`src/rtl/llc_pkg.sv`:
```
// Shared command codes, FSM state type and command legality check for the
// LLC request arbiter.
package llc_pkg;

  localparam int CMDSIZE_DEF   = 4;
  localparam int ADDR_BITS_DEF = 32;

  localparam logic [31:0] CMD_RD_D     = 32'd0;
  localparam logic [31:0] CMD_WR_D     = 32'd1;
  localparam logic [31:0] CMD_RD_I     = 32'd2;
  localparam logic [31:0] CMD_SNP_RD   = 32'd3;
  localparam logic [31:0] CMD_SNP_WR   = 32'd4;
  localparam logic [31:0] CMD_SNP_RWIM = 32'd5;
  localparam logic [31:0] CMD_SNP_INV  = 32'd6;
  localparam logic [31:0] CMD_CLEAR    = 32'd8;
  localparam logic [31:0] CMD_PRINT    = 32'd9;

  typedef enum logic [1:0] {IDLE, ISSUE, WAIT} llc_state_e;

  // Codes 7 and 10..15 (and anything wider) are dropped by the arbiter.
  function automatic logic is_legal_cmd(input logic [31:0] cmd);
    return (cmd <= CMD_SNP_INV) || (cmd == CMD_CLEAR) || (cmd == CMD_PRINT);
  endfunction

endpackage

```
`src/rtl/llc_rr_arbiter.sv`:
```
// Grant logic for the LLC arbiter: snoop has fixed top priority, data and
// instruction requesters alternate through a one-bit round-robin pointer.
module llc_rr_arbiter (
  input  logic clk,
  input  logic rst_n,
  input  logic idle,
  input  logic d_valid,
  input  logic i_valid,
  input  logic s_valid,
  output logic d_grant,
  output logic i_grant,
  output logic s_grant
);

  logic ptr_i;

  always_comb begin
    d_grant = 1'b0;
    i_grant = 1'b0;
    s_grant = 1'b0;
    if (idle) begin
      if (s_valid)
        s_grant = 1'b1;
      else if (d_valid && (!i_valid || !ptr_i))
        d_grant = 1'b1;
      else if (i_valid)
        i_grant = 1'b1;
    end
  end

  // Pointer names the requester favoured at the next d/i conflict.
  always_ff @(posedge clk or negedge rst_n) begin
    if (!rst_n)
      ptr_i <= 1'b0;
    else if (d_grant)
      ptr_i <= 1'b1;
    else if (i_grant)
      ptr_i <= 1'b0;
  end

endmodule

```
`src/rtl/llc_req_arbiter.sv`:
```
// Request arbiter and sequencer in front of the LLC model. Statistics
// counters exist only when LLC_ARB_STATS_EN is defined.
module llc_req_arbiter
  import llc_pkg::*;
#(
  parameter int CMDSIZE        = CMDSIZE_DEF,
  parameter int ADDR_BITS      = ADDR_BITS_DEF,
  parameter int CNT_W          = 32,
  parameter int TIMEOUT_CYCLES = 255
) (
  input  logic                 clk,
  input  logic                 rst_n,
  input  logic                 d_valid,
  output logic                 d_ready,
  input  logic [CMDSIZE-1:0]   d_cmd,
  input  logic [ADDR_BITS-1:0] d_addr,
  input  logic                 i_valid,
  output logic                 i_ready,
  input  logic [CMDSIZE-1:0]   i_cmd,
  input  logic [ADDR_BITS-1:0] i_addr,
  input  logic                 s_valid,
  output logic                 s_ready,
  input  logic [CMDSIZE-1:0]   s_cmd,
  input  logic [ADDR_BITS-1:0] s_addr,
  output logic                 llc_valid,
  output logic [CMDSIZE-1:0]   llc_cmd,
  output logic [ADDR_BITS-1:0] llc_addr,
  input  logic                 llc_ack,
  input  logic                 llc_hit,
  output logic                 busy,
  output logic                 cmd_err,
  output logic                 timeout_err,
  output logic [CNT_W-1:0]     reads,
  output logic [CNT_W-1:0]     writes,
  output logic [CNT_W-1:0]     hits,
  output logic [CNT_W-1:0]     misses
);

  localparam int TW = $clog2(TIMEOUT_CYCLES + 1);
  localparam logic [TW-1:0] TCNT_LAST = TW'(TIMEOUT_CYCLES - 1);

  llc_state_e             state, state_nxt;
  logic                   accept, sel_legal, ack_done, time_out;
  logic [CMDSIZE-1:0]     sel_cmd, lat_cmd;
  logic [ADDR_BITS-1:0]   sel_addr, lat_addr;
  logic [TW-1:0]          tcnt;
  logic                   is_clear;

  llc_rr_arbiter u_rr (
    .clk     (clk),
    .rst_n   (rst_n),
    .idle    (state == IDLE),
    .d_valid (d_valid),
    .i_valid (i_valid),
    .s_valid (s_valid),
    .d_grant (d_ready),
    .i_grant (i_ready),
    .s_grant (s_ready)
  );

  assign accept = d_ready | i_ready | s_ready;

  always_comb begin
    sel_cmd  = d_cmd;
    sel_addr = d_addr;
    if (s_ready) begin
      sel_cmd  = s_cmd;
      sel_addr = s_addr;
    end else if (i_ready) begin
      sel_cmd  = i_cmd;
      sel_addr = i_addr;
    end
  end

  assign sel_legal = is_legal_cmd(32'(sel_cmd));
  assign is_clear  = (32'(lat_cmd) == CMD_CLEAR);

  // An ack on the final WAIT cycle takes precedence over the timeout.
  always_comb begin
    state_nxt = state;
    ack_done  = 1'b0;
    time_out  = 1'b0;
    case (state)
      IDLE:  if (accept && sel_legal) state_nxt = ISSUE;
      ISSUE: state_nxt = WAIT;
      WAIT: begin
        if (llc_ack) begin
          state_nxt = IDLE;
          ack_done  = 1'b1;
        end else if (tcnt == TCNT_LAST) begin
          state_nxt = IDLE;
          time_out  = 1'b1;
        end
      end
      default: state_nxt = IDLE;
    endcase
  end

  always_ff @(posedge clk or negedge rst_n) begin
    if (!rst_n) begin
      state       <= IDLE;
      lat_cmd     <= '0;
      lat_addr    <= '0;
      cmd_err     <= 1'b0;
      tcnt        <= '0;
      timeout_err <= 1'b0;
    end else begin
      state   <= state_nxt;
      cmd_err <= accept && !sel_legal;
      if (accept && sel_legal) begin
        lat_cmd  <= sel_cmd;
        lat_addr <= sel_addr;
      end
      if (state != WAIT)
        tcnt <= '0;
      else
        tcnt <= tcnt + TW'(1);
      if (time_out)
        timeout_err <= 1'b1;
      else if (ack_done && is_clear)
        timeout_err <= 1'b0;
    end
  end

  assign llc_valid = (state == ISSUE);
  assign busy      = (state != IDLE);
  assign llc_cmd   = lat_cmd;
  assign llc_addr  = lat_addr;

`ifdef LLC_ARB_STATS_EN
  localparam logic [CNT_W-1:0] CNT_MAX = '1;

  logic [CNT_W-1:0] rd_q, wr_q, hit_q, miss_q;
  logic             is_rd, is_wr, is_cache;

  assign is_rd    = (32'(lat_cmd) == CMD_RD_D) || (32'(lat_cmd) == CMD_RD_I);
  assign is_wr    = (32'(lat_cmd) == CMD_WR_D);
  assign is_cache = is_rd || is_wr;

  // Counters saturate rather than wrap; a clear command zeroes all four.
  always_ff @(posedge clk or negedge rst_n) begin
    if (!rst_n) begin
      rd_q   <= '0;
      wr_q   <= '0;
      hit_q  <= '0;
      miss_q <= '0;
    end else if (ack_done) begin
      if (is_clear) begin
        rd_q   <= '0;
        wr_q   <= '0;
        hit_q  <= '0;
        miss_q <= '0;
      end else begin
        if (is_rd && rd_q != CNT_MAX)
          rd_q <= rd_q + CNT_W'(1);
        if (is_wr && wr_q != CNT_MAX)
          wr_q <= wr_q + CNT_W'(1);
        if (is_cache && llc_hit && hit_q != CNT_MAX)
          hit_q <= hit_q + CNT_W'(1);
        if (is_cache && !llc_hit && miss_q != CNT_MAX)
          miss_q <= miss_q + CNT_W'(1);
      end
    end
  end

  assign reads  = rd_q;
  assign writes = wr_q;
  assign hits   = hit_q;
  assign misses = miss_q;
`else
  logic stats_unused;
  assign stats_unused = llc_hit;
  assign reads  = '0;
  assign writes = '0;
  assign hits   = '0;
  assign misses = '0;
`endif

endmodule

```
`config.mk`:
```
export PLATFORM = sky130hd
export DESIGN_NAME = llc_req_arbiter
export DESIGN_NICKNAME = d
export VERILOG_FILES = /design/src/rtl/llc_pkg.sv /design/src/rtl/llc_rr_arbiter.sv /design/src/rtl/llc_req_arbiter.sv
export SDC_FILE = /design/constraint.sdc
export NUM_CORES = 1
export LEC_CHECK = 0
export BUFFER_PORTS_ARGS = -buffer_cell sky130_fd_sc_hd__buf_2
export CAP_MARGIN = 20
export CORE_AREA = 2 2 113 115
export DETAILED_ROUTE_END_ITERATION = 8
export DIE_AREA = 0 0 115 117
export GPL_ROUTABILITY_DRIVEN = 0
export GPL_TIMING_DRIVEN = 0
export PLACE_DENSITY = 0.63
export SYNTH_ARGS = -nofsm -noshare
export SYNTH_HDL_FRONTEND = slang
export SYNTH_SLANG_ARGS = --single-unit
```
`constraint.sdc`:
```
create_clock -name clk -period 5.2 [get_ports clk]
set_input_delay 0 -clock clk [delete_from_list [all_inputs] [get_ports clk]]
set_output_delay 0 -clock clk [all_outputs]
set_load 0.02 [all_outputs]
```
==> metrics, run 1 <==
crit start category=flip-flop; first-pass GRT wire length=14600 µm; total CTS buffers=5; DP Wirelength=around 8200 µm; placed cell areas=~5400 µm²; clk buf depth=2; hold wc startpoint=s_addr[24]; Via density=3.97; delay-heaviest family, CP=simple AND/OR/NAND/NOR gates; Fmax=~0.37 GHz; setup bufs post-CTS=0; met1 WL=between 3000 and 4000 µm; leakage power=3.34 nW; TNS Setup=0 ns; die width=about 120 µm; Root Buffer=clkbuf_16; Routed met3 length=approximately 720 µm; CORE AREA=~12000 µm²; status=complete, no violations; vias in the first global route=3100; CP Launch Point=state[1]; area delta synth->final=40.8%; RR Startpoint=state[1]; final instance area=5600 µm²; diode count=0; Netlist cell types=just over 50; EDFF count, synth=0; nets=between 800 and 900; Routed WL per cell=approximately 11 µm; Yosys top cell area share=30.8%; Worst setup EP type=flip-flop; IO Pins=286; Synth area leaders=dfrtp_1 (31%), buf_4 (24%), mux2_4 (11%); relative slew slack=50.9%; WP data arrival=roughly 2.9 ns; Initial Util=between 30% and 40%; crit-path cells=nor2_4 > inv_2 > a32oi_1 > or3b_1 > clkbuf_2 > or3_1 > and3_1 > buf_6 > buf_12 > mux2_4; Seq/Total Area, Yosys=between 30 and 40%; Die Area=around 13000 µm²; routed via count=3410; PostCTS Resize Cnt=0; initial antenna violation count=0; Post-synth top flop=dfrtp_1; mux contribution to synthesized area=19.8%; Cell Count Post-Placement=between 800 and 900; crit path time final=approximately 2.7 ns; layout cell share with drive strength beyond 1=a little under 50%; xor and xnor area share after synthesis=under 10%; quantity of I/O buffers inserted on ports=~160; Slew @ Worst Pin=0.737 ns; Top Layer Used=met4; total wire length=9850 µm; buffers and inverters on the worst path=4; TritonCTS clock tree=built; simple-gate share of the synthesized area=under 10%; Final Skew=0.00495 ns; Synth Instances=just over 400; largest family of logic cells by synthesized area=buffers and inverters; H-Tree Level Count=2; Post-synth ARST share=between 90% and 100%; clock latency on the worst-skew pair=roughly 0.28 ns; register bit total from synthesis=49; Final setup viols=0; pwr/cell area=between 400 and 500 nW/µm²; hold buffer count at cts=2; Largest stage delay, worst path=roughly 0.46 ns; fin. max-slew vios=0; VDD IR max=between 0.2 and 0.25 mV; Post-Syn Area=around 4000 µm²; GRT Residual Overflow=0; critical path's slowest cell=dfrtp_1; Die Y=117 µm; max cap viols=0; unrepaired setup endpoints after global routing=no; Initial DRC Count=roughly 120; Synth Warn #=0; Synth Area in Compound Gates=just under 9%; synthesized area per cell=9.59 µm²; Hold Path Class=in2reg; final worst-path cycle share=a little over half; adder-cell share of the synthesized area=0.629%; fill count=between 1000 and 1500; Worst EP required=5.37 ns; remaining antenna violation count=0; area leader, netlist=dfrtp_1; GRT Util Overall=a little over an eighth; clk sinks=~50; clock transition at the registers of the reported paths=roughly 0.07 ns; drt drc=0; Final Hold Fails=0; worst setup margin=roughly 2.5 ns; FP Rows=about 40; CP max FO=10; DR pass1 iterations=4; met2 WL=5070 µm; largest net degree at the start of global routing=50; WS Path Type=reg2reg; pre-CTS setup slack=2.39 ns; final cell count without fillers=around 860
-- flip-flops by register name (all words and copies together) (netlist names) --
| signal | count |
|---|---|
| tcnt | 8 |
| u_rr.ptr_i | 1 |
| llc_addr | 32 |
| cmd_err | 1 |
| state | 2 |
| timeout_err | 1 |
| llc_cmd | 4 |
-- Yosys cell counts (3+ instances only) --
cell / n
or2_2: 3
nand3_1: 4
nor2_1: 13
nor3_1: 3
clkbuf_1: 12
buf_12: 3
buf_6: 3
buf_4: 128
inv_1: 6
xor2_1: 5
mux2_4: 29
o21ai_0: 36
mux2_2: 3
a211oi_1: 3
a31oi_1: 4
dfrtp_1: 49
nand2_1: 34
mux2i_1: 32
a21oi_1: 5
-- power by group --
part	total [W]	leakage, nW	switching (W)	internal (W)
clock network	0.000318	0.0696	0.000141	0.000177
logic	0.00146	2.67	0.000759	0.000703
registers	0.000660	0.601	0.000110	0.000550
-- routing by layer --
layer | vias up | GRT usage [%]
li1 | 1725 | -
met1 | 1532 | 16.3
met2 | 147 | 25.3
met3 | 6 | 2.68
met4 | 0 | 3.13
met5 | - | 0
-- worst register-to-register path, delay by kind of cell (launching register included) --
family,cells,cell delay [ns]
AND/OR/NAND/NOR,4,1.13
multiplexers,1,0.30
buffers and inverters,4,0.55
AO/OA/AOI/OAI,1,0.15
flip-flops,1,0.46
-- cells by family (layout without fill, tap and decap cells) --
logic type	count (synthesis)	in the layout
AO/OA/AOI/OAI	59	59
buffers and inverters	156	322
XOR/XNOR	6	6
flip-flops	49	49
AND/OR/NAND/NOR	78	78
other	1	128
multiplexers	64	64
adder cells (fa/ha/maj)	2	2
-- per-stage QoR --
stage | total power (W) | util (%) | hold slack (ns)
5_1_grt | 0.00261 | 45.5 | 0.0544
6_report | 0.00244 | 45.5 | 0.0471
3_5_place_dp | 0.00214 | 44.0 | 0.219
3_3_place_gp | 0.00211 | 44.0 | 0.207
2_1_floorplan | 0.00175 | - | -0.296
4_1_cts | 0.00247 | 45.3 | 0.0384
-- final timing paths --
check	cells past startpoint	to	slack (ns)
worst max-delay path	10	llc_addr[27]	2.49
worst min-delay path	4	llc_addr[24]	0.05
min in group asynchronous	2	tcnt[4]	0.20
worst max register to register	10	llc_addr[27]	2.49
worst min register to register	1	llc_addr[23]	0.51
max in group asynchronous	3	llc_addr[27]	4.47
-- layout by cell type, fill, tap and decap left out, drive strengths merged, types with 2 or more instances in the layout --
master / count
xor2: 5
dlygate4sd3: 2
buf: 292
dfrtp: 49
a21oi: 5
nor2: 14
nand4: 2
a31oi: 4
clkbuf: 18
mux2: 32
inv: 7
o21a: 2
a32oi: 2
or3b: 3
nand3: 4
nand2: 34
nor4: 2
clkinv: 2
and3: 3
o21ai: 36
or2: 3
conb: 128
ha: 2
nor3: 3
nand2b: 3
a211oi: 3
mux2i: 32
-- final cells by class --
class | instances | area [µm²] | area share [%]
Buffer | 149 | 1110 | 19.9
Multi-Input combinational cell | 337 | 2090 | 37.3
Timing Repair Buffer | 158 | 816 | 14.6
Sequential cell | 49 | 1230 | 21.9
Tap cell | 150 | 188 | 3.35
Clock buffer | 5 | 125 | 2.23
Inverter | 7 | 26.3 | 0.469
Clock inverter | 3 | 17.5 | 0.313
Power figures use the tool's default switching activity.
==> run 2: changes to the inputs <==
==> constraint.sdc (replaced) <==
create_clock -name clk -period 2.6 [get_ports clk]
set_input_delay 0 -clock clk [delete_from_list [all_inputs] [get_ports clk]]
set_output_delay 0 -clock clk [all_outputs]
set_load 0.02 [all_outputs]
==> metrics, run 2 (same netlist as run 1, synthesis figures left out) <==
quantity of I/O buffers inserted on ports=between 150 and 200; Hold Path Class=in2reg; crit-path cells=nand2b_4 > buf_6 > a32oi_1 > or3b_4 > or3_4 > and3_4 > buf_12 > mux2_4; Final Hold Fails=0; FP Rows=a little over 40; clock transition at the registers of the reported paths=approximately 0.070 ns; max reg flops=32; Slew @ Worst Pin=~0.53 ns; leading cell type in the layout, fill and taps excluded=buf_2; first-pass GRT wire length=between 10000 and 15000 µm; GR peak layer=met2; WS Path Type=reg2reg; status=complete, no violations; Fmax=between 0.4 and 0.5 GHz; TNS Setup=0 ns; Worst setup EP type=flip-flop; layout cell share with drive strength beyond 1=about half; die width=115 µm; crit start category=flip-flop; TritonCTS clock tree=built; vias in the first global route=3146; largest net degree at the start of global routing=50; Routed WL per cell=between 10 and 15 µm; Root Buffer=clkbuf_16; final worst-path cycle share=95.7%; pre-CTS setup slack=-0.206 ns; Die Area=13500 µm²; Final Skew=~0.005 ns; pwr/cell area=887 nW/µm²; area delta synth->final=44.1%; delay-heaviest family, CP=simple AND/OR/NAND/NOR gates; H-Tree Level Count=2; GRT Residual Overflow=0; IO Pins=~290; routed via count=3476; most frequent cells in the layout=buf_2 (157), buf_4 (140), conb_1 (128); total CTS buffers=5; Largest stage delay, worst path=around 0.44 ns; relative slew slack=approximately 64%; WP data arrival=around 2.7 ns; clk buf depth=2; clock latency on the worst-skew pair=0.28 ns; Die Y=approximately 120 µm; max cap viols=0; unrepaired setup endpoints after global routing=no; diode count=0; met2 usage=between 20% and 30%; Via density=around 4; clk sinks=between 40 and 50; Final setup viols=0; met3 Use GR=under 10%; buffers and inverters on the worst path=2; total wire length=slightly above 10000 µm; Worst EP required=2.77 ns; critical path's slowest cell=or3b_4; VDD IR max=0.417 mV; initial antenna violation count=0; final cell count without fillers=between 800 and 900; CP max FO=10; drt drc=0; leakage power=between 3 and 4 nW; DR pass1 iterations=4; nets=roughly 830; Initial Util=between 30% and 40%; CORE AREA=around 12000 µm²; fill count=roughly 1200; worst setup margin=around 0.11 ns; GR Util met1=about 16%; fin. max-slew vios=0; Initial DRC Count=156; DP Wirelength=between 8000 and 9000 µm; total power=just over 0.005 W; Cell Count Post-Placement=between 800 and 900; remaining antenna violation count=0; crit path time final=about 2.5 ns; GRT Util Overall=roughly 14%
==> run 2: cell type report <==
type | count | area [µm²] | share of cell area (%)
inverters | 7 | 26.3 | 0.458
clock inverters | 3 | 17.5 | 0.305
plain buffers | 145 | 1090 | 19.0
flip-flops and latches | 49 | 1230 | 21.4
multi-input cells | 337 | 2130 | 37.1
clock buffers | 5 | 125 | 2.18
well taps | 150 | 188 | 3.27
repair buffers | 171 | 933 | 16.3
==> run 2: path summary, 6_finish.rpt <==
kind	slack, ns	end	cells after the start	start
setup reg to reg	0.11	llc_addr[30]	8	u_rr.ptr_i
max in group asynchronous	1.87	llc_addr[27]	3	rst_n
min in group asynchronous	0.20	tcnt[4]	2	rst_n
hold / removal	0.05	llc_addr[24]	4	s_addr[24]
setup / recovery	0.11	llc_addr[30]	8	u_rr.ptr_i
hold reg to reg	0.51	llc_addr[22]	1	llc_addr[22]
==> run 2: tightest hold or removal path: stages <==
cell and delay [ns]:
buf_2 0.07, nand2_1 0.03, o21ai_0 0.05, mux2_2 0.14
==> run 2: metal layers <==
layer | share of wire (%) | wire [µm]
met2 | 52 | 5230
met1 | 40 | 4100
met3 | 7.1 | 723
met5 | 0 | 0
met4 | 0.92 | 93
==> run 2: repair_timing <==
item / in CTS / in global routing
endpoints found under the hold margin: 50 / 0
setup endpoints to repair: 34 / 32
gates cloned: 1 / 0
hold buffers: 2 / 0
gates resized for setup: 13 / 4
pin swaps: 4 / 0
setup buffers: 12 / 0
==> run 2: power breakdown <==
part / total, W / internal (W) / switching (W)
sequential: 0.00131 / 0.00110 / 0.000211
combinational: 0.00314 / 0.00155 / 0.00159
clock: 0.000634 / 0.000353 / 0.000281
==> run 2: through the flow <==
| step | utilization (%) | hold WS [ns] | area [µm²] |
|---|---|---|---|
| after floorplan | - | -0.296 | 4460 |
| after global placement | 44.0 | 0.207 | 5420 |
| after detailed placement | 44.0 | 0.219 | 5420 |
| after CTS | 46.4 | 0.0383 | 5710 |
| after global routing | 46.6 | 0.0544 | 5730 |
| final | 46.6 | 0.0481 | 5730 |
